[src/rtl/seq_pkg.sv]
// ============================================================================
// Module : seq_pkg
// Brief  : Shared state encodings, opcodes, flag indices and the immediate
//          sign-extension helper for the multicycle sequencer.
// Rev    : 1.0  initial release
// ============================================================================
`default_nettype none

package seq_pkg;

  localparam logic [2:0] ST_IDLE   = 3'd0;
  localparam logic [2:0] ST_FETCH  = 3'd1;
  localparam logic [2:0] ST_DECODE = 3'd2;
  localparam logic [2:0] ST_EXEC   = 3'd3;
  localparam logic [2:0] ST_MEM    = 3'd4;
  localparam logic [2:0] ST_WB     = 3'd5;
  localparam logic [2:0] ST_HALT   = 3'd6;

  localparam logic [1:0] OP_ADD = 2'b00;
  localparam logic [1:0] OP_LW  = 2'b01;
  localparam logic [1:0] OP_SW  = 2'b10;
  localparam logic [1:0] OP_BR  = 2'b11;

  localparam int FLAG_LOOP = 0;
  localparam int FLAG_MTO  = 1;

  // 2-bit immediate -> 8-bit two's complement, range -2..+1
  function automatic logic [7:0] sext(input logic [1:0] imm);
    return {{7{imm[1]}}, imm[0]};
  endfunction

endpackage

`default_nettype wire

[src/rtl/seq_mem_timer.sv]
// ============================================================================
// Module : seq_mem_timer
// Brief  : Counts data-memory wait cycles; o_expired flags the last allowed
//          wait cycle so the sequencer can fault on the same edge.
// Rev    : 1.0  initial release
// ============================================================================
`default_nettype none

module seq_mem_timer #(
  parameter int MEM_TIMEOUT = 15
) (
  input  logic clk,
  input  logic rst,
  input  logic i_clear,
  input  logic i_enable,
  output logic o_expired
);

  localparam int c_WIDTH = (MEM_TIMEOUT < 2) ? 1 : $clog2(MEM_TIMEOUT + 1);
  localparam logic [c_WIDTH-1:0] c_LAST = c_WIDTH'(MEM_TIMEOUT - 1);

  logic [c_WIDTH-1:0] r_count;

  always_ff @(posedge clk) begin
    if (rst || i_clear) begin
      r_count <= '0;
    end else if (i_enable) begin
      r_count <= r_count + 1'b1;
    end
  end

  // Count holds the number of already-elapsed unacknowledged cycles
  assign o_expired = (r_count == c_LAST);

endmodule

`default_nettype wire

[src/rtl/multicycle_sequencer.sv]
// ============================================================================
// Module : multicycle_sequencer
// Brief  : Multi-cycle control FSM for the 8-bit datapath: fetch handshake,
//          DECODE/EXEC/MEM/WB strobes, PC ownership, memory-timeout and
//          self-branch halts. Optional SEQ_SINGLE_STEP_EN adds a step input.
// Rev    : 1.0  initial release
// ============================================================================
`default_nettype none

module multicycle_sequencer
  import seq_pkg::*;
#(
  parameter int         MEM_TIMEOUT = 15,
  parameter logic [7:0] PC_RESET    = 8'h00
) (
  input  logic       clk,
  input  logic       reset,
  input  logic       run,
`ifdef SEQ_SINGLE_STEP_EN
  input  logic       step,
`endif
  input  logic       inst_valid,
  input  logic [7:0] inst_data,
  output logic       inst_ready,
  output logic [7:0] ir,
  output logic [7:0] pc,
  input  logic       mem_ack,
  output logic       mem_rd,
  output logic       mem_wr,
  output logic       reg_we,
  output logic       alu_src,
  output logic       reg_dst,
  output logic       mem_to_reg,
  output logic       busy,
  output logic       halted,
  output logic [1:0] flags
);

  logic [2:0] r_state;
  logic [7:0] r_pc;
  logic [7:0] r_ir;
  logic [1:0] r_flags;

  logic [1:0] w_op;
  logic       w_in_mem;
  logic       w_timeout;
  logic       w_phase;
  logic       w_start;
  logic [2:0] w_retire_state;
  logic [7:0] w_branch_target;

  assign w_op            = r_ir[7:6];
  assign w_in_mem        = (r_state == ST_MEM);
  assign w_branch_target = r_pc + 8'd1 + sext(r_ir[1:0]);

`ifdef SEQ_SINGLE_STEP_EN
  assign w_start        = step;
  assign w_retire_state = ST_IDLE;
`else
  assign w_start        = run;
  assign w_retire_state = run ? ST_FETCH : ST_IDLE;
`endif

  seq_mem_timer #(
    .MEM_TIMEOUT(MEM_TIMEOUT)
  ) u_mem_timer (
    .clk      (clk),
    .rst      (reset),
    .i_clear  (!w_in_mem),
    .i_enable (w_in_mem && !mem_ack),
    .o_expired(w_timeout)
  );

  always_ff @(posedge clk) begin
    if (reset) begin
      r_state <= ST_IDLE;
      r_pc    <= PC_RESET;
      r_ir    <= 8'h00;
      r_flags <= 2'b00;
    end else begin
      case (r_state)
        ST_IDLE: begin
          if (w_start) r_state <= ST_FETCH;
        end
        ST_FETCH: begin
          if (inst_valid) begin
            r_ir    <= inst_data;
            r_state <= ST_DECODE;
          end
        end
        ST_DECODE: begin
          if (w_op != OP_BR) begin
            r_state <= ST_EXEC;
          end else if (r_ir[1:0] == 2'b11) begin
            // Branch to itself can never make progress
            r_flags[FLAG_LOOP] <= 1'b1;
            r_state            <= ST_HALT;
          end else begin
            r_pc    <= w_branch_target;
            r_state <= w_retire_state;
          end
        end
        ST_EXEC: begin
          r_state <= (w_op == OP_ADD) ? ST_WB : ST_MEM;
        end
        ST_MEM: begin
          // An ack on the final allowed cycle still completes the access
          if (mem_ack) begin
            if (w_op == OP_LW) begin
              r_state <= ST_WB;
            end else begin
              r_pc    <= r_pc + 8'd1;
              r_state <= w_retire_state;
            end
          end else if (w_timeout) begin
            r_flags[FLAG_MTO] <= 1'b1;
            r_state           <= ST_HALT;
          end
        end
        ST_WB: begin
          r_pc    <= r_pc + 8'd1;
          r_state <= w_retire_state;
        end
        ST_HALT: begin
          r_state <= ST_HALT;
        end
        default: begin
          r_state <= ST_IDLE;
        end
      endcase
    end
  end

  assign w_phase = (r_state == ST_DECODE) || (r_state == ST_EXEC) ||
                   (r_state == ST_MEM)    || (r_state == ST_WB);

  assign inst_ready = (r_state == ST_FETCH);
  assign ir         = r_ir;
  assign pc         = r_pc;
  assign mem_rd     = w_in_mem && (w_op == OP_LW);
  assign mem_wr     = w_in_mem && (w_op == OP_SW);
  assign reg_we     = (r_state == ST_WB);
  assign reg_dst    = w_phase && (w_op == OP_ADD);
  assign alu_src    = w_phase && ((w_op == OP_LW) || (w_op == OP_SW));
  assign mem_to_reg = w_phase && (w_op == OP_LW);
  assign busy       = (r_state != ST_IDLE) && (r_state != ST_HALT);
  assign halted     = (r_state == ST_HALT);
  assign flags      = r_flags;

endmodule

`default_nettype wire

[config.mk]
export PLATFORM = sky130hd
export DESIGN_NAME = multicycle_sequencer
export DESIGN_NICKNAME = d
export VERILOG_FILES = /design/src/rtl/seq_pkg.sv /design/src/rtl/seq_mem_timer.sv /design/src/rtl/multicycle_sequencer.sv
export SDC_FILE = /design/constraint.sdc
export NUM_CORES = 1
export LEC_CHECK = 0
export ABC_AREA = 0
export BUFFER_PORTS_ARGS = -buffer_cell sky130_fd_sc_hd__buf_4
export CORE_MARGIN = 4
export CORE_UTILIZATION = 45
export DETAILED_ROUTE_END_ITERATION = 7
export GPL_TIMING_DRIVEN = 0
export PLACE_DENSITY = 0.78
export SLEW_MARGIN = 0
export SYNTH_ARGS = -nofsm -noshare
export SYNTH_HDL_FRONTEND = slang
export SYNTH_SLANG_ARGS = --single-unit
[constraint.sdc]
create_clock -name clk -period 5.55 [get_ports clk]
set_input_delay 0.555 -clock clk [delete_from_list [all_inputs] [get_ports clk]]
set_output_delay 0.555 -clock clk [all_outputs]
set_load 0.005 [all_outputs]
* Yosys cells after proc, flatten, opt, wreduce, memory -nomap -nowiden
Index checks and enable logic that the tools add are counted.
W data, S select, Z words.
** Storage, ports and cells
- Flip-flop bits (word level) :: 25
- Bits of input ports :: 13
- Output and inout port bits :: 27
- Logic and storage cells :: 68
** Cells by class
- $add $sub $neg :: 3
- Equal/unequal tests :: 19
- Multiplexer cells :: 15
- Bitwise operators :: 2
- Reduce and logical (&&, ||, !) cells :: 23
** Operators with widths (count)
- $mux W8 :: 4
- $pmux W8 S3 :: 1
- $mux W3 :: 7
- $pmux W3 S7 :: 1
- $ne A2 B2 Y1 const B :: 7
- $eq A3 B3 Y1 const B :: 3
- $reduce_and A3 Y1 :: 3
- $add A8 B1 Y8 const B :: 1
- $add A8 B8 Y8 :: 1
- $logic_and A1 B1 Y1 :: 7
- $eq A3 B2 Y1 const B :: 2
- $reduce_bool A3 Y1 :: 2
- $logic_or A1 B1 Y1 :: 5
- $reduce_and A5 Y1 :: 1
- $add A4 B1 Y4 const B :: 1
- $eq A2 B2 Y1 const B :: 2
- $eq A4 B4 Y1 const B :: 1
- $eq A3 B1 Y1 const B :: 1
- $logic_not A3 Y1 :: 1
- $ne A3 B2 Y1 const B :: 1
- $ne A3 B3 Y1 const B :: 1
- $eq A2 B1 Y1 const B :: 1
- $logic_not A1 Y1 :: 2
- $logic_not A2 Y1 :: 1
- 3 further kinds :: 5

* Logic depth before layout (Yosys ltp)
- Depth in word-level cells :: 5
- Depth in mapped cells :: 9
- Mapped depth without buffers :: 9

* Hierarchy
From an unflattened synthesis, not the netlist that was laid out.
** Unflattened totals
- Cells, all modules :: 210
- Area total of the unflattened synthesis :: 1710.4 µm²
** Modules (own cells, without submodules)
- multicycle_sequencer :: times used 1, cells an instance 190, area each 1512.7 µm², sequential area each 420.4 µm²
- seq_mem_timer :: times used 1, cells an instance 20, area each 197.7 µm², sequential area each 80.1 µm²

* Worst setup path after synthesis
OpenSTA, ideal clock, no wires.
- Path type :: reg-to-reg
- From :: reg r_pc[2], in the netlist pc[2]
- To :: reg r_pc[7], in the netlist pc[7]
- Library setup time :: 0.122 ns
- Arrival time :: 2.122 ns
- Data required time :: 5.428 ns
- Path slack :: 3.306 ns
- Stages on the path, launching flop included :: 10
- Path buffers :: 0
- Period minus slack after synthesis :: 2.244 ns
- Cell sequence :: dfxtp_1 > and3_1 > nand3_1 > xnor2_1 > ha_1 > o21a_1 > or2_2 > nand2_1 > xor2_1 > o311a_1
** Between the ends
- Cells in the longest elaborated chain, start to end :: 5
- Elaborated cells on any way between the ends :: 7
- Classes of those cells :: add/sub: 2; mux: 5
** Ends and longest elaborated chain
- start: declaration :: line multicycle_sequencer.sv:40 : logic [7:0] r_pc;
- start signal: assignment :: line multicycle_sequencer.sv:99 : r_pc <= w_branch_target;
- start signal: assignment :: line multicycle_sequencer.sv:112 : r_pc <= r_pc + 8'd1;
- start signal: assignment :: line multicycle_sequencer.sv:121 : r_pc <= r_pc + 8'd1;
- $add A8 B1 Y8 (*) :: line multicycle_sequencer.sv:54, multicycle_sequencer.sv:112, multicycle_sequencer.sv:121
- $add A8 B8 Y8 :: line multicycle_sequencer.sv:54 : assign w_branch_target = r_pc + 8'd1 + sext(r_ir[1:0]);
- $mux W8 :: line multicycle_sequencer.sv:94 : end else if (r_ir[1:0] == 2'b11) begin
- $mux W8 :: line multicycle_sequencer.sv:92 : if (w_op != OP_BR) begin
- $pmux W8 S3 (*) :: line multicycle_sequencer.sv:81 : case (r_state)
Mark *: on every way between the ends. The rest lies on a longest branch, timed or not. The select of a mux whose other input is x is not followed.
A chain may end at the register's enable or synchronous reset.

* Worst setup path in the final report
- From :: reg r_state[1]
- To :: out busy
** Between the ends
- Cells in the longest elaborated chain, start to end :: 2
- Elaborated cells on any way between the ends :: 3
- Classes of those cells :: eq/ne: 1; reduce/logical: 2
** Ends and longest elaborated chain
- start: declaration :: line multicycle_sequencer.sv:39 : logic [2:0] r_state;
- start signal: assignment :: line multicycle_sequencer.sv:100 : r_state <= w_retire_state;
- start signal: assignment :: line multicycle_sequencer.sv:104 : r_state <= (w_op == OP_ADD) ? ST_WB : ST_MEM;
- start signal: assignment :: line multicycle_sequencer.sv:113 : r_state <= w_retire_state;
- $ne A3 B3 Y1 / $reduce_bool A3 Y1 (equally long branches) :: line multicycle_sequencer.sv:146 : assign busy = (r_state != ST_IDLE) && (r_state != ST_HALT);
- $logic_and A1 B1 Y1 (*) :: line multicycle_sequencer.sv:146
- end: declaration :: line multicycle_sequencer.sv:34 : output logic busy,
Mark *: on every way between the ends. The rest lies on a longest branch, timed or not.

==> impl_metrics.yaml <==
route:
  post_drt_wl_per_cell_um: 13.2
  viasPerCell: 5.34
  num_vias: 1608
  wl_um: 3980
  drtIter0Drc: 88
  dr.pass1.iters: 4
  drc_errors: 0
  antenna_left: 0
sta:
  fin_crit_ns: 2.61
  setup_viol: 0
  fin_crit_sh_pct: 46.9
  fin_hold_ws_ns: 0.456
  tightestPinTransition_ns: 0.623
  fmax_ghz: 0.384
  rsz0062_at_grt: "false"
  slew_viol_final: 0
  hold_viol: 0
  setup_tns_ns: 0
  setup_slack_ns: 2.94
  clock_skew_ns: 0.00257
  relSlewSlack_pct: 58.4
floorplan:
  core_area_um2: 3740
  die_area_um2: 5010
  io_pins: 40
  dieWidth_um: 70.8
  fp.dieH_um: 70.8
  start_util_pct: 47.4
  rows: 22
clock_tree:
  cts-buffers-inserted: 3
  post_cts_buffers: 0
  h-tree-depth: 1
  clk_pin_slew_ns: 0.09
  cts_max_path_buffers: 2
  clock-root-buffer: "clkbuf_8"
  clk_latency_ns: 0.28
  cts_tree: "done"
  cts_hold_buf: 0
  cts.sinks: 25
  cts_resized: 0
logic_synthesis:
  netlist_instances: 211
  synth.avg_cell_area_um2: 8.40
  async_flop_share_pct: 0
  yosysUniqueCellTypes: 45
  syn-cell-area_um2: 1770
  ys_seq_area_share_pct: 28.2
  synth_edf_count: 0
  ys.flop_type: "dfxtp_1"
  synth_fp_nets: 240
  synth_warnings: 0
  ys_ff_latch: 25
critical_path:
  crit_chain: "inv_1 > nand2_1 > clkbuf_1 > nand2_1 > or2_2 > buf_4"
  cp-end-kind: "output pin"
  path_max_fanout: 10
  max_stage_delay_ns: 0.51
  crit_family: "buffers and inverters"
  crit_arrival_ns: 2.05
  worstSetupPathType: "reg2out"
  cp_num_buf_inv: 3
  critPathRequiredTime_ns: 4.99
  path_common_cell: "nand2_1"
  startpoint_type: "register"
  crit_path_top_delay_cell: "dfxtp_1"
power_and_ir_drop:
  power_density_nw_per_um2: 214
  p_leak_nw: 0.946
  finalPower_mw: 0.465
  ir_drop_mv: 0.135
placement:
  placed_cell_area_um2: 2120
  io_buffers: 38
  gp_congestion: 0.865
  post-place-ws_ns: 3.03
  post-dp-hpwl_um: 3010
  dp.cells: 297
final_layout:
  utilization_pct: 57.9
  drive_gt1_share_pct: 22.9
  antenna_cells: 0
  synthToLayoutAreaGrowth_pct: 22.3
  nNetsFinal: 283
  fillers: 379
  fin_area_um2: 2170
  final_cells: 301
run:
  cap_viol_max_count: 0
global_route:
  grt_pass1_wl_um: 6860
  overflow: 0
  grt_usage_pct: 16.3
  antenna_found_initial: 0
  grt_max_degree: 17
  grt_pass1_vias: 1505
worst_hold_path:
  hold_path.class: "reg2reg"
status:
  status: "completed"
-- cell usage after synthesis, types with 2 or more instances --
cell,number,area [um^2]
nand3_1,7,35.0
o211ai_1,4,30.0
nor2_1,23,86.3
nand2b_1,7,43.8
nor3b_1,3,22.5
nor2b_1,4,25.0
and2_1,7,43.8
ha_1,15,188
o21a_1,2,15.0
nand2_1,16,60.1
buf_2,4,20.0
mux2i_1,8,80.1
a21o_1,2,15.0
or2_2,2,12.5
dfxtp_1,25,500
a211oi_1,2,15.0
nor3_1,3,15.0
and3_1,6,37.5
a311oi_2,3,45.0
inv_1,8,30.0
a21oi_1,19,95.1
xor2_1,5,43.8
clkbuf_1,3,11.3
o32ai_1,2,17.5
o21ai_0,3,15.0
xnor2_1,9,78.8
-- state kept, by name, indices dropped and copies added (netlist names) --
name                 count
u_mem_timer.r_count      4
pc                       8
ir                       8
r_state                  3
flags                    2
-- where the power goes --
group          internal [mW]  leakage [nW]  switching [mW]  total, mW
clock                 0.0528        0.0261          0.0642      0.117
combinational         0.0720         0.717          0.0678      0.140
sequential             0.191         0.203          0.0170      0.208
-- logic make-up (layout without fill, tap and decap cells) --
| kind of cell | after synthesis | in the layout | synth area share, % |
|---|---|---|---|
| and+or+nand+nor | 82 | 82 | 24.0 |
| AOI/OAI and AO/OA | 48 | 48 | 19.5 |
| DFF | 25 | 25 | 28.2 |
| buffers and inverters | 17 | 59 | 4.52 |
| adders and majority gates | 16 | 16 | 11.7 |
| xor gates and xnor gates | 14 | 14 | 6.92 |
| muxes | 9 | 9 | 5.15 |
-- layout make-up --
type	instances	area, um^2	share of cell area, %
plain buffers	9	50.0	2.31
flip-flops and latches	25	500	23.1
multi-input cells	169	1190	55.0
clock inverters	1	8.76	0.404
well taps	48	60.1	2.77
repair buffers	38	285	13.2
inverters	8	30.0	1.38
clock buffers	3	41.3	1.90
-- worst reg2reg max path: stages, from the launching register on --
cell,delay (ns)
dfxtp_1,0.47
ha_1,0.29
nand3_1,0.11
xnor2_1,0.16
ha_1,0.35
o211ai_1,0.12
o211ai_1,0.29
nand2_1,0.11
xor2_1,0.15
o311a_1,0.37
-- cells in the final DEF (no fill, tap or decap), types with 7 or more instances in the layout --
master	Yosys	layout
buf_4	1	39
xnor2_1	9	9
nand3_1	7	7
inv_1	8	8
and2_1	7	7
nor2_1	23	23
nand2_1	16	16
mux2i_1	8	8
nand2b_1	7	7
dfxtp_1	25	25
ha_1	15	15
a21oi_1	19	19
-- routing by layer --
layer | GRT usage [%] | wire length, um
met2 | 25.8 | 1810
met1 | 22.6 | 1920
met5 | 0 | 0
met3 | 1.85 | 195
met4 | 6.68 | 57
-- final timing paths --
kind | startpoint | to | slack, ns | cells after the start
max | r_state[1]$_SDFFE_PP0P_ | busy | 2.94 | 6
min | flags[1]$_SDFFE_PP0P_ | flags[1]$_SDFFE_PP0P_ | 0.46 | 2
max reg2reg | pc[0]$_SDFFE_PP0P_ | pc[7]$_SDFFE_PP0P_ | 3.03 | 9
min reg2reg | flags[1]$_SDFFE_PP0P_ | flags[1]$_SDFFE_PP0P_ | 0.46 | 2
Note: power is estimated with default switching activity, not from simulation.
